## src/rtl/inst_fetcher.sv

```systemverilog
// Instruction fetch front end: issues one memory request at a time and buffers
// returned words with their PCs in a circular queue presented to the decoder.
module inst_fetcher #(
  parameter int          QDEPTH   = 4,
  parameter logic [31:0] RESET_PC = 32'h0
) (
  input  logic        clk_in,
  input  logic        rstn_in,
  input  logic        rdy_in,
  output logic        fetch_req,
  output logic [31:0] fetch_addr,
  input  logic        mem_valid,
  input  logic [31:0] mem_inst,
  input  logic        if_station_idle,
  output logic [31:0] inst_to_dec,
  output logic [31:0] pc_to_dec,
  output logic        if_ls,
  input  logic        flush_in,
  input  logic [31:0] flush_pc_in
);
  localparam int               PTR_W    = (QDEPTH > 1) ? $clog2(QDEPTH) : 1;
  localparam int               CNT_W    = PTR_W + 1;
  localparam logic [CNT_W-1:0] FULL_CNT = CNT_W'(QDEPTH);
  localparam logic [6:0]       OP_LOAD  = 7'b0000011;
  localparam logic [6:0]       OP_STORE = 7'b0100011;

  typedef enum logic [1:0] {S_IDLE, S_WAIT, S_DISCARD} state_t;

  state_t           state_reg, state_next;
  logic [31:0]      fetch_pc_reg, fetch_pc_next;
  logic [PTR_W-1:0] head_reg, head_next;
  logic [PTR_W-1:0] tail_reg, tail_next;
  logic [CNT_W-1:0] count_reg, count_next;
  logic [31:0]      pc_q   [QDEPTH];
  logic [31:0]      inst_q [QDEPTH];
  logic             not_empty, not_full, push, pop;
  logic [31:0]      head_inst;

  assign not_empty = (count_reg != '0);
  assign not_full  = (count_reg < FULL_CNT);
  // A flush cancels both the accept of a returning word and any pop.
  assign push = (state_reg == S_WAIT) && mem_valid && !flush_in;
  assign pop  = not_empty && if_station_idle && !flush_in;

  always_ff @(posedge clk_in) begin
    if (!rstn_in) begin
      state_reg <= S_IDLE;
    end else if (rdy_in) begin
      state_reg <= state_next;
    end
  end

  always_comb begin
    state_next = state_reg;
    case (state_reg)
      S_IDLE: begin
        if (not_full && !flush_in) state_next = S_WAIT;
      end
      S_WAIT: begin
        if (mem_valid)     state_next = S_IDLE;
        else if (flush_in) state_next = S_DISCARD;
      end
      S_DISCARD: begin
        if (mem_valid) state_next = S_IDLE;
      end
      default: state_next = S_IDLE;
    endcase
  end

  always_comb begin
    fetch_req  = rstn_in && rdy_in && (state_reg == S_IDLE) && not_full && !flush_in;
    fetch_addr = fetch_req ? fetch_pc_reg : 32'h0;
  end

  always_comb begin
    fetch_pc_next = fetch_pc_reg;
    head_next     = head_reg;
    tail_next     = tail_reg;
    count_next    = count_reg;
    if (flush_in) begin
      fetch_pc_next = flush_pc_in;
      head_next     = '0;
      tail_next     = '0;
      count_next    = '0;
    end else begin
      if (push) begin
        tail_next     = tail_reg + PTR_W'(1);
        fetch_pc_next = fetch_pc_reg + 32'd4;
      end
      if (pop) head_next = head_reg + PTR_W'(1);
      if (push && !pop)      count_next = count_reg + CNT_W'(1);
      else if (pop && !push) count_next = count_reg - CNT_W'(1);
    end
  end

  always_ff @(posedge clk_in) begin
    if (!rstn_in) begin
      fetch_pc_reg <= RESET_PC;
      head_reg     <= '0;
      tail_reg     <= '0;
      count_reg    <= '0;
    end else if (rdy_in) begin
      fetch_pc_reg <= fetch_pc_next;
      head_reg     <= head_next;
      tail_reg     <= tail_next;
      count_reg    <= count_next;
    end
  end

  always_ff @(posedge clk_in) begin
    if (rstn_in && rdy_in && push) begin
      pc_q[tail_reg]   <= fetch_pc_reg;
      inst_q[tail_reg] <= mem_inst;
    end
  end

  assign head_inst   = inst_q[head_reg];
  assign inst_to_dec = not_empty ? head_inst : 32'h0;
  assign pc_to_dec   = not_empty ? pc_q[head_reg] : 32'h0;
  assign if_ls       = not_empty && ((head_inst[6:0] == OP_LOAD) || (head_inst[6:0] == OP_STORE));
endmodule

```

## config.mk

```make
export PLATFORM = sky130hd
export DESIGN_NAME = inst_fetcher
export DESIGN_NICKNAME = d
export VERILOG_FILES = /design/src/rtl/inst_fetcher.sv
export SDC_FILE = /design/constraint.sdc
export NUM_CORES = 1
export LEC_CHECK = 0
export CORE_ASPECT_RATIO = 0.75
export CORE_MARGIN = 2
export CORE_UTILIZATION = 30
export DETAILED_ROUTE_END_ITERATION = 7
export PLACE_DENSITY = 0.54
export SLEW_MARGIN = 20
export SYNTH_ARGS = -nofsm -noshare
export SYNTH_HDL_FRONTEND = slang
export SYNTH_SLANG_ARGS = --single-unit
```

## constraint.sdc

```tcl
create_clock -name clk_in -period 4.2 [get_ports clk_in]
set_clock_uncertainty 0.1 [all_clocks]
set_input_delay 0.84 -clock clk_in [delete_from_list [all_inputs] [get_ports clk_in]]
set_output_delay 0.84 -clock clk_in [all_outputs]
set_load 0.02 [all_outputs]
```

# Word-level counts from Yosys, hierarchy flattened
# Memory sizes are Yosys's and may differ from the RTL's. A register that Yosys moved wholly into a read port is not among the register bits.
# Cells that the tools add are included.
# W data, S select, Z words.
dict set report word_totals {
  register_bits 41
  mem_bits_rw 256
  input_bits 70
  word_cells 69
  memories 2
}
dict set report op_classes {
  addsub 5
  n_lt_le_gt_ge 1
  n_eq_ne 7
  mux 23
  reduce_logical 26
}
# name depth word_bits rd rd_clocked_by_memory_dff wr line
set mem_list {}
lappend mem_list {inst_q 4 32 1 1 1 35} ;# logic [31:0] inst_q [QDEPTH];
lappend mem_list {pc_q 4 32 1 1 1 34} ;# logic [31:0] pc_q [QDEPTH];
# operator n
set ops {}
lappend ops {{$mux W32} 5}
lappend ops {{$add A32 B3 Y32 const B} 1}
lappend ops {{$mux W2} 12}
lappend ops {{$logic_and A1 B1 Y1} 13}
lappend ops {{$mux W3} 3}
lappend ops {{$eq A7 B2 Y1 const B} 1}
lappend ops {{$eq A7 B6 Y1 const B} 1}
lappend ops {{$pmux W2 S3} 1}
lappend ops {{$reduce_and A2 Y1} 3}
lappend ops {{$reduce_bool A3 Y1} 2}
lappend ops {{$add A2 B1 Y2 const B} 2}
lappend ops {{$ne A2 B2 Y1 const B} 2}
lappend ops {{$reduce_and A4 Y1} 1}
lappend ops {{$reduce_bool A2 Y1} 2}
lappend ops {{$add A3 B1 Y3 const B} 1}
lappend ops {{$logic_not A1 Y1} 3}
lappend ops {{$lt A3 B3 Y1 const B} 1}
lappend ops {{$ne A3 B3 Y1 const B} 1}
lappend ops {{$sub A3 B1 Y3 const B} 1}
lappend ops {{$eq A2 B1 Y1 const B} 1}
lappend ops {{$eq A2 B2 Y1 const B} 1}
lappend ops {{$logic_not A2 Y1} 1}
lappend ops {{$mux W1} 2}
lappend ops {{$logic_or A1 B1 Y1} 1}

# Logic depth before layout (Yosys ltp)
# Gate-level depths: netlist of the first run.
dict set report logic_depth {
  depth_word 8
  ltp_mapped 9
  ltp_nobuf 8
}

# Least setup slack after synthesis of the first run
# No wires, ideal clock.
dict set report synth_timing {
  kind {input to register}
  startpoint {input port rdy_in}
  endpoint {memory inst_q[0][0] (enable)}
  arrival_time_ns 3.084
  required_ns 3.671
  setup_slack_ns 0.587
  path_stages 5
  path_buffers 2
  cell_sequence {clkbuf_8 clkbuf_1 nand2_1 nor2_1 and3_1}
}
dict set report synth_via {
  elab_chain_cells 4
}
# element line
set synth_rtl {}
lappend synth_rtl {{start: declaration} 9} ;# input logic rdy_in,
lappend synth_rtl {{$logic_and A1 B1 Y1 (2 in series)} 111} ;# if (rstn_in && rdy_in && push) begin
lappend synth_rtl {{$mux W1} 111}
lappend synth_rtl {{$mux W1 (implied by the code)} 113} ;# inst_q[tail_reg] <= mem_inst;
lappend synth_rtl {{end: declaration} 35}
# No other way between the ends.

# Final worst setup path of the first run
dict set report layout_timing {
  startpoint {input port rstn_in}
  endpoint {output port fetch_addr[2]}
}
dict set report layout_via {
  elab_chain_cells 5
}
# element line
set layout_rtl {}
lappend layout_rtl {{start: declaration} 8} ;# input logic rstn_in,
lappend layout_rtl {{$logic_and A1 B1 Y1 (4 in series)} 71} ;# fetch_req = rstn_in && rdy_in && (state_reg == S_IDLE) && not_full && !flush_in;
lappend layout_rtl {{$mux W32} 72} ;# fetch_addr = fetch_req ? fetch_pc_reg : 32'h0;
lappend layout_rtl {{end: declaration} 11} ;# output logic [31:0] fetch_addr,
# No other way between the ends.

==> results.json, run 1 <==
{
  "status": "completed",
  "start_util_pct": 30.22,
  "detail-route-antenna-nets": 0,
  "cap_violations": 0,
  "rows": 65,
  "cts_made_buffers": 30,
  "gp_congestion": 0.7841,
  "grt_pass1_vias": 7685,
  "insertion_delay_ps": 580,
  "yosysWarnings": 0,
  "dp_hpwl_um": 21260,
  "overflow": 0,
  "grt_max_degree": 61,
  "pwr_density_cell_nw_per_um2": 386.5,
  "synthArstFlopShare_pct": 0,
  "drc": 0,
  "synth_edf_count": 256,
  "drive_gt1_share_pct": 16.78,
  "hp-class": "flop to flop",
  "numPortBuffers": 167,
  "cp.arrival_ps": 2890,
  "cts_root_buffer": "clkbuf_16",
  "insertedDiodeCount": 0,
  "drv_slew": 0,
  "ios": 168,
  "finalNetCount": 1054,
  "power.leakage_nw": 5.051,
  "hold_start": "head_reg[1]$_SDFFE_PN0N_",
  "post-cts-setup-buffers": 0,
  "crit_path_max_fanout": 33,
  "ctsResizeCount": 0,
  "antenna_found_initial": 0,
  "r2r_cells": 6,
  "track_usage_pct": 15.12,
  "dieArea_um2": 43710,
  "timing.rr.end": "fetch_pc_reg[22]$_SDFFE_PN0P_",
  "min_period_ps": 3832,
  "cp-end-kind": "primary output",
  "h-tree-depth": 1,
  "worst_ep_required_time_ps": 3260,
  "critical_path_class": "primary input to primary output",
  "wl_um": 33230,
  "hold_depth": 2,
  "cts_sinks": 299,
  "clk_pin_slew_ps": 70,
  "finalHoldViolCount": 0,
  "drt-wirelength-per-cell_um": 21.16,
  "dp_cells": 1515,
  "utilization_pct": 38.57,
  "finalPower_mw": 6.220,
  "synth_cells": 798,
  "cts.path.max_buffers": 3,
  "drt-pass1-iter-count": 6,
  "tns_ps": 0,
  "vias": 7647,
  "worstMarginPinSlew_ps": 895.6,
  "hold_slack_ps": 399.2,
  "syn_nets": 874,
  "cts_tree": "built",
  "syn_avg_cell_area_um2": 15.80,
  "core_um2": 41720,
  "worstReg2RegStart": "fetch_pc_reg[2]$_SDFFE_PN0P_",
  "die_w_um": 240.7,
  "ir_worst_vdd_mv": 0.2876,
  "ys.flop_type": "edfxtp_1",
  "yosysUniqueCellTypes": 68,
  "syn2layout_area_growth_pct": 27.60,
  "finalSetupViolations": 0,
  "cp-start-kind": "primary input",
  "die_h_um": 181.6,
  "synth-seq-cells": 299,
  "grt_pass1_wl_um": 49550,
  "fmax_mhz": 261.0,
  "worst-r2r-setup-slack_ps": 1440,
  "avgViaCountPerCell": 4.871,
  "fin_crit_sh_pct": 91.23,
  "hold_buffers": 0,
  "syn_area_um2": 12610,
  "fin_cells": 1570,
  "rsz0062_at_grt": "no",
  "drt_iter0_drc": 713,
  "seq_area_frac_synth_pct": 67.79,
  "max_slew_margin_pct": 39.75
}
-- critical path: stages --
cell and delay, ps:
clkdlybuf4s50_1 490, inv_2 40, nor2_1 130, nand2_1 170, nor4_4 220, buf_12 230, and2_1 150, clkdlybuf4s50_1 610
-- power breakdown --
group | switching, mW | leakage, nW | internal [mW] | total (mW)
clock network | 1.13 | 0.475 | 1.50 | 2.64
logic | 0.154 | 1.88 | 0.139 | 0.293
registers | 0.0546 | 2.70 | 3.24 | 3.29
total | 1.34 | 5.05 | 4.88 | 6.22
-- cells by family (layout without fill, tap and decap cells) --
logic type / count (synthesis) / count (layout) / share of synthesized area, %
flops: 299 / 299 / 67.79
buf+inv: 61 / 264 / 2.282
simple gates: 259 / 259 / 12.00
compound gates: 103 / 103 / 5.398
mux: 67 / 67 / 11.67
xor+xnor: 3 / 3 / 0.2084
fa+ha+maj: 6 / 6 / 0.6549
-- per-stage QoR --
stage	cell area, um^2	worst slack, ps
floorplan	12610	587.1
global placement	15120	387.8
detailed placement	15120	360.0
CTS	16090	353.9
global route	16090	212.0
finish	16090	368.3
-- cell usage after synthesis (all sizes together), types with 4 or more instances --
library cell,count,area share (%)
mux4,64,11
and3,16,0.81
nand2,37,1.1
inv,10,0.30
nor2,25,0.74
o31ai,7,0.42
and4,4,0.31
buf,15,0.66
dfxtp,43,6.8
nor4,10,0.78
nor2b,65,3.2
o22ai,5,0.25
edfxtp,256,61
nand3,27,1.2
or4,4,0.24
nor3,12,0.48
and2,35,1.8
clkbuf,36,1.3
a21oi,30,1.2
a31oi,6,0.30
o21ai,19,0.75
nand4,13,0.69
ha,5,0.50
-- area by class of cell --
cell class	count	area (um^2)
fill	3897	25630
sequential	299	8556
multi-input combinational	438	3807
timing repair buffer	199	2009
clock buffer	38	820.8
tap	569	711.9
clock inverter	17	147.6
inverter	10	37.54
-- layer usage --
metal,up-vias,global-route usage (%),part of all wire [%]
met5,-,0,0
met4,0,3.136,1.7
met3,37,2.554,5.7
met2,245,24.13,47
met1,3862,21.73,46
li1,3503,-,-
-- how the worst max path moves through the flow --
| stage | from | endpoint | slack [ps] |
|---|---|---|---|
| after floorplan | rdy_in | inst_q[0][0]$_DFFE_PP_ | 590 |
| after global placement | rstn_in | fetch_addr[5] | 390 |
| after CTS | flop | if_ls | 350 |
| after global routing | flop | if_ls | 210 |
| final | rstn_in | fetch_addr[2] | 370 |
| after detailed placement | rstn_in | fetch_addr[6] | 360 |
-- placed cells by master (no fill, tap or decap), types with 4 or more instances in the layout --
| master | count |
|---|---|
| clkbuf_1 | 4 |
| buf_4 | 27 |
| clkbuf_8 | 4 |
| nor2b_1 | 65 |
| nor2_1 | 25 |
| a31oi_1 | 6 |
| and3_4 | 4 |
| a21oi_1 | 29 |
| clkinv_1 | 8 |
| o22ai_1 | 5 |
| clkdlybuf4s50_1 | 162 |
| or4_1 | 4 |
| edfxtp_1 | 256 |
| o21ai_0 | 19 |
| ha_1 | 5 |
| and3_1 | 10 |
| nand2_1 | 36 |
| nand3_1 | 25 |
| inv_1 | 9 |
| and2_1 | 33 |
| nor3_1 | 11 |
| mux4_2 | 64 |
| nand4_1 | 12 |
| nor4_1 | 7 |
| dfxtp_1 | 41 |
| buf_12 | 9 |
| o31ai_1 | 7 |
| clkbuf_16 | 30 |
(Power assumes the default switching activity.)
==> inputs of run 2 (changes only) <==
--- a/config.mk
+++ b/config.mk
@@ -8,6 +8,7 @@
 export CORE_ASPECT_RATIO = 0.75
 export CORE_MARGIN = 2
 export CORE_UTILIZATION = 30
+export CTS_CLUSTER_DIAMETER = 200
 export DETAILED_ROUTE_END_ITERATION = 7
 export PLACE_DENSITY = 0.54
 export SLEW_MARGIN = 20
==> results of run 2 <==
Final layout, timing and power as in run 1 (identical DEF).
